--- src/rtl/spinner_multi_if.sv ---
// Handshake-free bundle between the INPx mux and the multi-channel spinner:
// frame strobe, per-channel controls and analog deltas in, positions out.
interface spinner_multi_if #(
  parameter int CHANNELS = 2,
  parameter int OUT_W    = 8
);
  logic                      strobe;
  logic [CHANNELS-1:0]       minus;
  logic [CHANNELS-1:0]       plus;
  logic [CHANNELS-1:0]       fast;
  logic [CHANNELS-1:0]       invert;
  logic [9*CHANNELS-1:0]     spin_in;
  logic [9*CHANNELS-1:0]     mouse_in;
  logic [OUT_W*CHANNELS-1:0] spin_out;
  logic [CHANNELS-1:0]       moving;
  logic [CHANNELS-1:0]       src_mouse;

  modport master (
    output strobe, minus, plus, fast, invert, spin_in, mouse_in,
    input  spin_out, moving, src_mouse
  );

  modport slave (
    input  strobe, minus, plus, fast, invert, spin_in, mouse_in,
    output spin_out, moving, src_mouse
  );
endinterface

--- src/rtl/spinner_multi.sv ---
// Multi-channel rotary encoder: buttons, spinner and mouse deltas folded into
// one wrapping position per channel, advanced once per frame strobe edge.
module spinner_multi #(
  parameter int CHANNELS    = 2,
  parameter int OUT_W       = 8,
  parameter int STEP_SLOW   = 2,
  parameter int STEP_FAST   = 6,
  parameter int ACCEL_TICKS = 16,
  parameter int MAX_STEP    = 32,
  parameter int PEND_MAX    = 255
) (
  input logic             clk,
  input logic             reset,
  spinner_multi_if.slave  bus
);
  localparam int PW = $clog2(PEND_MAX + 1) + 1;
  localparam int HW = $clog2(ACCEL_TICKS + 1);
  // Working width covers pending - clamp + two event deltas without overflow.
  localparam int CW = (PW + 3 > OUT_W) ? PW + 3 : OUT_W + 1;
  localparam logic signed [CW-1:0] PMAX = CW'(PEND_MAX);
  localparam logic signed [CW-1:0] SMAX = CW'(MAX_STEP);

  function automatic logic signed [CW-1:0] sext8(input logic [7:0] v);
    return {{(CW-8){v[7]}}, v};
  endfunction

  function automatic logic signed [CW-1:0] sext_pend(input logic signed [PW-1:0] p);
    return {{(CW-PW){p[PW-1]}}, p};
  endfunction

  function automatic logic signed [PW-1:0] sat_pend(input logic signed [CW-1:0] v);
    if (v > PMAX)       return PW'(PMAX);
    else if (v < -PMAX) return PW'(-PMAX);
    else                return PW'(v);
  endfunction

  function automatic logic signed [CW-1:0] clamp_step(input logic signed [CW-1:0] p);
    if (p > SMAX)       return SMAX;
    else if (p < -SMAX) return -SMAX;
    else                return p;
  endfunction

  logic                      strobe_r;
  logic                      tick;
  logic [OUT_W-1:0]          pos_r    [CHANNELS];
  logic signed [PW-1:0]      pend_r   [CHANNELS];
  logic [HW-1:0]             hold_r   [CHANNELS];
  logic [CHANNELS-1:0]       up_r, dn_r, spin_tg_r, mouse_tg_r, moving_r, src_r;

  logic [OUT_W-1:0]          pos_nx   [CHANNELS];
  logic signed [PW-1:0]      pend_nx  [CHANNELS];
  logic [HW-1:0]             hold_nx  [CHANNELS];
  logic [CHANNELS-1:0]       up_w, dn_w, spin_ev, mouse_ev;

  assign tick = bus.strobe & ~strobe_r;

  always_comb begin
    for (int n = 0; n < CHANNELS; n++) begin
      logic signed [CW-1:0] ev_sum, pend_w, a, step, d, total;
      spin_ev[n]  = bus.spin_in[9*n+8]  != spin_tg_r[n];
      mouse_ev[n] = bus.mouse_in[9*n+8] != mouse_tg_r[n];
      ev_sum = (spin_ev[n]  ? sext8(bus.spin_in[9*n +: 8])  : '0)
             + (mouse_ev[n] ? sext8(bus.mouse_in[9*n +: 8]) : '0);
      pend_w      = sext_pend(pend_r[n]);
      a           = tick ? clamp_step(pend_w) : '0;
      pend_nx[n]  = sat_pend(pend_w - a + ev_sum);
      up_w[n]     = bus.plus[n] & ~bus.minus[n];
      dn_w[n]     = bus.minus[n] & ~bus.plus[n];
      step        = bus.fast[n] ? CW'(STEP_FAST) : CW'(STEP_SLOW);
      // Acceleration keys off the hold count from before this tick.
      if (hold_r[n] == HW'(ACCEL_TICKS)) step = step + step;
      d           = up_w[n] ? step : (dn_w[n] ? -step : '0);
      total       = d + a;
      if (bus.invert[n]) total = -total;
      pos_nx[n]   = pos_r[n] + total[OUT_W-1:0];
      if ((up_w[n] && up_r[n]) || (dn_w[n] && dn_r[n]))
        hold_nx[n] = (hold_r[n] == HW'(ACCEL_TICKS)) ? hold_r[n] : hold_r[n] + 1'b1;
      else
        hold_nx[n] = (up_w[n] | dn_w[n]) ? HW'(1) : '0;
    end
  end

  always_ff @(posedge clk) begin
    if (reset) begin
      strobe_r <= 1'b1;
      up_r     <= '0;
      dn_r     <= '0;
      moving_r <= '0;
      src_r    <= '0;
      for (int n = 0; n < CHANNELS; n++) begin
        pos_r[n]      <= '0;
        pend_r[n]     <= '0;
        hold_r[n]     <= '0;
        spin_tg_r[n]  <= bus.spin_in[9*n+8];
        mouse_tg_r[n] <= bus.mouse_in[9*n+8];
      end
    end else begin
      strobe_r <= bus.strobe;
      for (int n = 0; n < CHANNELS; n++) begin
        pend_r[n]     <= pend_nx[n];
        spin_tg_r[n]  <= bus.spin_in[9*n+8];
        mouse_tg_r[n] <= bus.mouse_in[9*n+8];
        moving_r[n]   <= (pend_nx[n] != '0) | (bus.plus[n] ^ bus.minus[n]);
        if (spin_ev[n])       src_r[n] <= 1'b0;
        else if (mouse_ev[n]) src_r[n] <= 1'b1;
        if (tick) begin
          pos_r[n]  <= pos_nx[n];
          hold_r[n] <= hold_nx[n];
          up_r[n]   <= up_w[n];
          dn_r[n]   <= dn_w[n];
        end
      end
    end
  end

  always_comb begin
    bus.spin_out = '0;
    for (int n = 0; n < CHANNELS; n++) bus.spin_out[n*OUT_W +: OUT_W] = pos_r[n];
  end
  assign bus.moving    = moving_r;
  assign bus.src_mouse = src_r;
endmodule
--- src/flat_wrapper.sv ---
// flat-port wrapper written by rule: the top's interface ports become plain ports
module spinner_multi_flat 
#(
  parameter int CHANNELS    = 2,
  parameter int OUT_W       = 8,
  parameter int STEP_SLOW   = 2,
  parameter int STEP_FAST   = 6,
  parameter int ACCEL_TICKS = 16,
  parameter int MAX_STEP    = 32,
  parameter int PEND_MAX    = 255
)
  (clk, reset, bus_strobe, bus_minus, bus_plus, bus_fast, bus_invert, bus_spin_in, bus_mouse_in, bus_spin_out, bus_moving, bus_src_mouse);
  spinner_multi_if #(.CHANNELS(CHANNELS), .OUT_W(OUT_W)) bus_i ();
  input logic clk;
  input logic reset;
  input wire logic [$bits(bus_i.strobe)-1:0] bus_strobe;
  input wire logic [$bits(bus_i.minus)-1:0] bus_minus;
  input wire logic [$bits(bus_i.plus)-1:0] bus_plus;
  input wire logic [$bits(bus_i.fast)-1:0] bus_fast;
  input wire logic [$bits(bus_i.invert)-1:0] bus_invert;
  input wire logic [$bits(bus_i.spin_in)-1:0] bus_spin_in;
  input wire logic [$bits(bus_i.mouse_in)-1:0] bus_mouse_in;
  output wire logic [$bits(bus_i.spin_out)-1:0] bus_spin_out;
  output wire logic [$bits(bus_i.moving)-1:0] bus_moving;
  output wire logic [$bits(bus_i.src_mouse)-1:0] bus_src_mouse;
  assign bus_i.strobe = bus_strobe;
  assign bus_i.minus = bus_minus;
  assign bus_i.plus = bus_plus;
  assign bus_i.fast = bus_fast;
  assign bus_i.invert = bus_invert;
  assign bus_i.spin_in = bus_spin_in;
  assign bus_i.mouse_in = bus_mouse_in;
  assign bus_spin_out = bus_i.spin_out;
  assign bus_moving = bus_i.moving;
  assign bus_src_mouse = bus_i.src_mouse;
  spinner_multi #(.CHANNELS(CHANNELS), .OUT_W(OUT_W), .STEP_SLOW(STEP_SLOW), .STEP_FAST(STEP_FAST), .ACCEL_TICKS(ACCEL_TICKS), .MAX_STEP(MAX_STEP), .PEND_MAX(PEND_MAX)) u_core (.clk(clk), .reset(reset), .bus(bus_i));
endmodule
--- config.mk ---
export PLATFORM = sky130hd
export DESIGN_NAME = spinner_multi_flat
export DESIGN_NICKNAME = d
export VERILOG_FILES = /design/src/rtl/spinner_multi_if.sv /design/src/rtl/spinner_multi.sv /design/src/flat_wrapper.sv
export SDC_FILE = /design/constraint.sdc
export NUM_CORES = 1
export LEC_CHECK = 0
export ABC_AREA = 1
export ABC_CLOCK_PERIOD_IN_PS = 11420
export BUFFER_PORTS_ARGS = -buffer_cell sky130_fd_sc_hd__buf_2
export CAP_MARGIN = 30
export CORE_ASPECT_RATIO = 1.1
export CORE_MARGIN = 5
export CORE_UTILIZATION = 30
export CTS_CLUSTER_SIZE = 24
export DETAILED_ROUTE_END_ITERATION = 8
export HOLD_SLACK_MARGIN = 0.03
export PLACE_DENSITY = 0.51
export SYNTH_ARGS = -nofsm -noshare
export SYNTH_HDL_FRONTEND = slang
export SYNTH_SLANG_ARGS = --single-unit
--- constraint.sdc ---
create_clock -name clk -period 11.42 [get_ports clk]
set_input_delay 0.571 -clock clk [delete_from_list [all_inputs] [get_ports clk]]
set_output_delay 0.571 -clock clk [all_outputs]
set_load 0.02 [all_outputs]
* Word level (Yosys, flattened, before mapping) *
Memory sizes are Yosys's and may differ from the RTL's.
Cells that the tools add are included.

word-level totals
  register bits = 13
  bits in latches = 0
  bits in writable memories = 44
  memory bits (read-only) = 0
  input port bits = 47
  output and inout bits = 20
  word-level logic and storage cells = 117
  memories = 3

memories
  name           words  bits a word  rd ports  clocked after memory_dff  wr ports  line                 RTL
  u_core.pend_r  2      9            2         0                         2         spinner_multi.sv:46  logic signed [PW-1:0] pend_r [CHANNELS];
  u_core.pos_r   2      8            2         0                         2         spinner_multi.sv:45  logic [OUT_W-1:0] pos_r [CHANNELS];
  u_core.hold_r  2      5            2         0                         2         spinner_multi.sv:47  logic [HW-1:0] hold_r [CHANNELS];

operators by class
  add/subtract/negate cells = 18
  $mul = 0
  divide/modulo/power cells = 0
  order comparisons = 8
  equal/unequal tests = 6
  shift operators = 0
  mux-type cells = 42
  bitwise gates (word level) = 22
  reduce and logical (&&, ||, !) cells = 10

operators by type and width
  operator                                             count
  two-way mux 12 bit                                   10
  two-way mux 8 bit                                    10
  two-way mux 9 bit                                    6
  adder 12 bit                                         4
  adder 8 bit                                          4
  negator 8 bit                                        4
  two-way mux 5 bit                                    6
  > comparator 12 x 9 -> 1 bit, second input constant  2
  < comparator 12 x 9 -> 1 bit, second input constant  2
  subtractor 9 x 12 -> 12 bit                          2
  > comparator 9 x 7 -> 1 bit, second input constant   2
  < comparator 9 x 6 -> 1 bit, second input constant   2
  nonzero test 9 bit                                   2
  adder 5 x 1 -> 5 bit, second input constant          2
  == test 5 bit, second input constant                 2
  OR 1 bit                                             10
  adder 3 x 3 -> 4 bit                                 2
  two-way mux 1 bit                                    8
  two-way mux 3 bit                                    2
  AND 1 bit                                            5
  inverter 1 bit                                       5
  logical AND 1 bit                                    4
  != test 1 bit                                        4
  OR reduction 2 bit                                   2
  other kinds (2)                                      4

* Longest topological paths before layout *
An unclocked memory read counts as a cell.

  word-level depth = 12
  mapped depth = 30
  mapped depth without buffers = 30

* Worst setup path after synthesis *
Ideal clock, no wire load.

  path kind = input-to-reg
  from = in bus_strobe
  to = reg u_core.moving_r[0], in the netlist u_core.bus.moving[0]
  library setup time = 0.128 ns
  data arrival time = 3.919 ns
  required time = 11.292 ns
  setup slack = 7.374 ns
  stages on the path = 23
  buffers on the path = 0
  cells stage by stage = inv_1 > nor2_4 > inv_1 > nor2_1 > inv_1 > nor3_1 > inv_1 > fa_1 > inv_1 > fa_1 > fa_1 > inv_1 > nand3_1 > nand2_2 > nand2_2 > nand2_2 > nand2_1 > nand2_2 > nand3_2 > o21ai_4 > nand3_1 > nor2_1 > nor2_1

between the ends
  longest elaborated chain between the ends = 9
  elaborated cells on any way between the ends = 10
  those cells by class = 2 x add/sub; 2 x order compare; 3 x mux; 2 x bitwise; 1 x reduce/logical

ends and longest elaborated chain
  item                             line                  RTL
  start, declared                  flat_wrapper.sv:16    input wire logic [$bits(bus_i.strobe)-1:0] bus_strobe;
  AND 1 bit (*)                    spinner_multi.sv:55   assign tick = bus.strobe & ~strobe_r;
  two-way mux 12 bit (*)           spinner_multi.sv:65   a = tick ? clamp_step(pend_w) : '0;
  subtractor 9 x 12 -> 12 bit (*)  spinner_multi.sv:66   pend_nx[n] = sat_pend(pend_w - a + ev_sum);
  adder 12 bit (*)                 spinner_multi.sv:66
  < comparator 12 x 9 -> 1 bit     spinner_multi.sv:33   else if (v < -PMAX) return PW'(-PMAX);
  two-way mux 9 bit                spinner_multi.sv:33
  two-way mux 9 bit (*)            spinner_multi.sv:32   if (v > PMAX) return PW'(PMAX);
  nonzero test 9 bit (*)           spinner_multi.sv:103  moving_r[n] <= (pend_nx[n] != '0) | (bus.plus[n] ^ bus.minus[n]);
  OR 1 bit (*)                     spinner_multi.sv:103
  end signal, assigned by index    spinner_multi.sv:103
  end, declared                    spinner_multi.sv:48   logic [CHANNELS-1:0] up_r, dn_r, spin_tg_r, mouse_tg_r, moving_r, src_r;

Every way passes the cells marked *; elsewhere a longest branch is shown, timed or not.
A chain may end at the register's enable or synchronous reset.

==> results by group <==
Worst hold path
  • Hold endpoint: u_core.mouse_tg_r[0]
  • HP Class: input pin to register
  • Hold Path Depth: 1
  • Hold Crit Start: bus_mouse_in[8]

Clock tree
  • CTS tree: built
  • Post-CTS Setup Bufs: 0
  • Clock-pin slew on the worst setup and hold paths: 50 ps
  • Clock Path Buffers: 2
  • Latest clock arrival within the worst-skew pair: 330 ps
  • CTS Sinks: 57
  • H-tree Lvls: 3
  • Clock root cell: clkbuf_16
  • Post_cts resized: 0
  • Hold-fix buffers at CTS: 0
  • Inserted Clock Buffers: 9

Power
  • Leak pwr: 3.988 nW
  • Max VDD drop: 117.4 uV
  • PD cells: 299.6 nW/um^2

Logic synthesis
  • Post-Syn Nets: 1056
  • Post-Synth Adder-Cell Area: 24.97%
  • Compound-Gate Fraction of Synth Area: 10.42%
  • Mapped Area: 6474 sq um
  • YS warnings: 0
  • Mux cell area share after synthesis: 0%
  • Primary FF master, synth: dfxtp_1
  • Async set-reset flop share out of synthesis: 0%
  • Fraction of the yosys area taken by sequential cells: 21.65%
  • Post-Syn Area per Cell: 7.153 sq um
  • Distinct cells, synth: 43
  • Largest family of logic cells by synthesized area: simple AND/OR/NAND/NOR gates
  • Number of synthesized flops with an enable pin: 26
  • XOR/XNOR Fraction of Synth Area: 4.271%
  • Post-Synth Simple-Gate Area: 25.53%
  • FF+latch count, synth: 57
  • Cells after synthesis: 905

Critical path
  • Kind of critical path: register to register
  • Worst Path Buf+Inv: 4
  • R2R Setup Slk: 6820 ps
  • CP arrival: 4870 ps
  • Worst r2r src: u_core.pend_r[0][10]
  • Critical Path Start Type: register
  • R2R cell count: 26
  • CP Max Fanout: 8
  • Worst stage delay on the critical path: 500 ps
  • Worst setup path start: u_core.pend_r[0][10]
  • Critical Path RT: 11690 ps
  • R2R Path End: u_core.bus.moving[1]
  • Cell family with most CP delay: simple AND/OR/NAND/NOR gates
  • Crit end category: register
  • Critical Path Slowest Stage Cell: fa_1
  • Worst path most repeated cell: nand2_1

Final layout
  • Fillcell total: 2296
  • Layout area overhead: 15.08%
  • Non-Filler Instances: 1273
  • Nets@finish: 1129
  • Commonest non-fill, non-tap cell in the layout: inv_1
  • # diodes: 0
  • Commonest cells after routing, fill and taps aside: 217 x inv_1, 183 x nand2_1, 71 x nor2_1
  • Ratio of cells with drive above 1 in the final layout: 13.12%

GRT
  • Initial antenna violation count: 1
  • Vias in the first global route: 5601
  • First-pass GRT wire length: 26.61 mm
  • Global Route Usage Sum: 13.48%
  • GRT overflow: 0
  • Largest net degree at the start of global routing: 23

STA
  • F_max: 217.3 MHz
  • RSZ-0062 raised after global routing: false
  • Min cycle time layout: 4602 ps
  • # setup viols final: 0
  • Slew Viols, Final: 0
  • Skew final: 4.503 ps
  • Period utilization: 40.30%
  • Worst Max-Slew Pin Slew: 515.8 ps
  • Setup_tns: 0 ps
  • Final hold violations: 0
  • Slew margin rel.: 65.57%

Placement
  • I/O Buffers: 66
  • Placed cells: 1257
  • RD Place Congestion: 0.8339
  • DP HPWL: 13.52 mm

Outcome
  • Status: completed

Floorplan
  • Die Wd: 150.1 um
  • # IOs: 67
  • Initial Util: 30.39%
  • Die Y: 164.1 um
  • Core area: 21300 sq um
  • FP Rows: 56
  • Full die area: 24620 sq um

Route
  • Post-DRT Antenna Nets: 0
  • Routed length per instance: 12.31 um
  • Pre-antenna DRT Iters: 4
  • Remaining DRCs: 0
  • Vias: 5568
  • Vias per cell: 4.374
  • Post-Route WL: 15.67 mm
  • Iteration-0 DRC count of the detailed router: 195

Run
  • Max_cap viols: 0
-- Yosys cell counts, types with 13 or more instances --
library cell	instances	area, sq um
a21oi_1	50	250.2
dfxtp_1	31	620.6
edfxtp_1	26	780.8
fa_1	42	840.8
ha_1	62	775.7
inv_1	217	814.5
nand2_1	183	686.9
nand2_2	17	106.4
nand3_1	54	270.3
nor2_1	71	266.5
nor3_1	13	65.06
o21ai_0	29	145.1
xor2_1	18	157.7
-- worst register-to-register path: cells and delay by family, from the launching register on --
family / cells / cell delay [ps]
AOI/OAI and AO/OA: 2 / 310
adders and majority gates: 4 / 1570
and+or+nand+nor: 16 / 2060
DFF: 1 / 340
buffers and inverters: 4 / 250
-- power breakdown --
group / switching [W] / internal [W]
registers: 0.0000360 / 0.000258
logic: 0.00108 / 0.000602
clock network: 0.000100 / 0.000152
-- routing by layer --
| layer | track usage, % | up-vias | wire (um) |
|---|---|---|---|
| li1 | - | 2978 | - |
| met2 | 22.82 | 61 | 7484 |
| met1 | 17.58 | 2510 | 7389 |
| met4 | 4.825 | 2 | 283 |
| met3 | 1.821 | 17 | 503 |
| met5 | 0 | - | 11 |
-- cell families after synthesis --
logic type	after synthesis
DFF	57
and+or+nand+nor	373
AOI/OAI and AO/OA	114
xor gates and xnor gates	30
adders and majority gates	104
buffers and inverters	227
-- area by class of cell --
class | count | area (sq um) | share of cell area, %
multi-input cells | 621 | 4220 | 56.65
flip-flops and latches | 57 | 1401 | 18.81
inverters | 221 | 829.5 | 11.14
repair buffers | 68 | 365.4 | 4.904
well taps | 290 | 362.8 | 4.871
clock buffers | 11 | 242.7 | 3.258
clock inverters | 5 | 27.53 | 0.3695
-- state kept, by name (all words and copies together) (netlist names) --
register / count
u_core.dn_r: 2
u_core.bus.src_mouse: 2
u_core.spin_tg_r: 2
u_core.bus.moving: 2
u_core.strobe_r: 1
u_core.pos_r: 16
u_core.up_r: 2
u_core.mouse_tg_r: 2
u_core.hold_r: 10
u_core.pend_r: 18
-- how the worst max path moves through the flow --
stage | end | depth (start not counted)
after floorplan | u_core.bus.moving[0] | 23
after global placement | u_core.bus.moving[0] | 24
after detailed placement | u_core.bus.moving[0] | 24
after CTS | u_core.bus.moving[1] | 26
after global routing | u_core.pos_r[0][15] | 28
final | u_core.bus.moving[1] | 26
-- per-stage QoR --
stage	instance area (sq um)	setup WS [ps]	hold WS [ps]	utilization, %	power [W]
finish	7450	6818	356.7	34.97	0.002232
global route	7450	6159	351.1	34.97	0.002541
CTS	7450	6784	342.6	34.97	0.002263
detailed placement	7179	6676	475.1	33.71	0.001997
global placement	7152	6658	470.9	33.58	0.001993
floorplan	6474	7374	457.2	-	0.001645
Note: power is estimated with default switching activity, not from simulation.
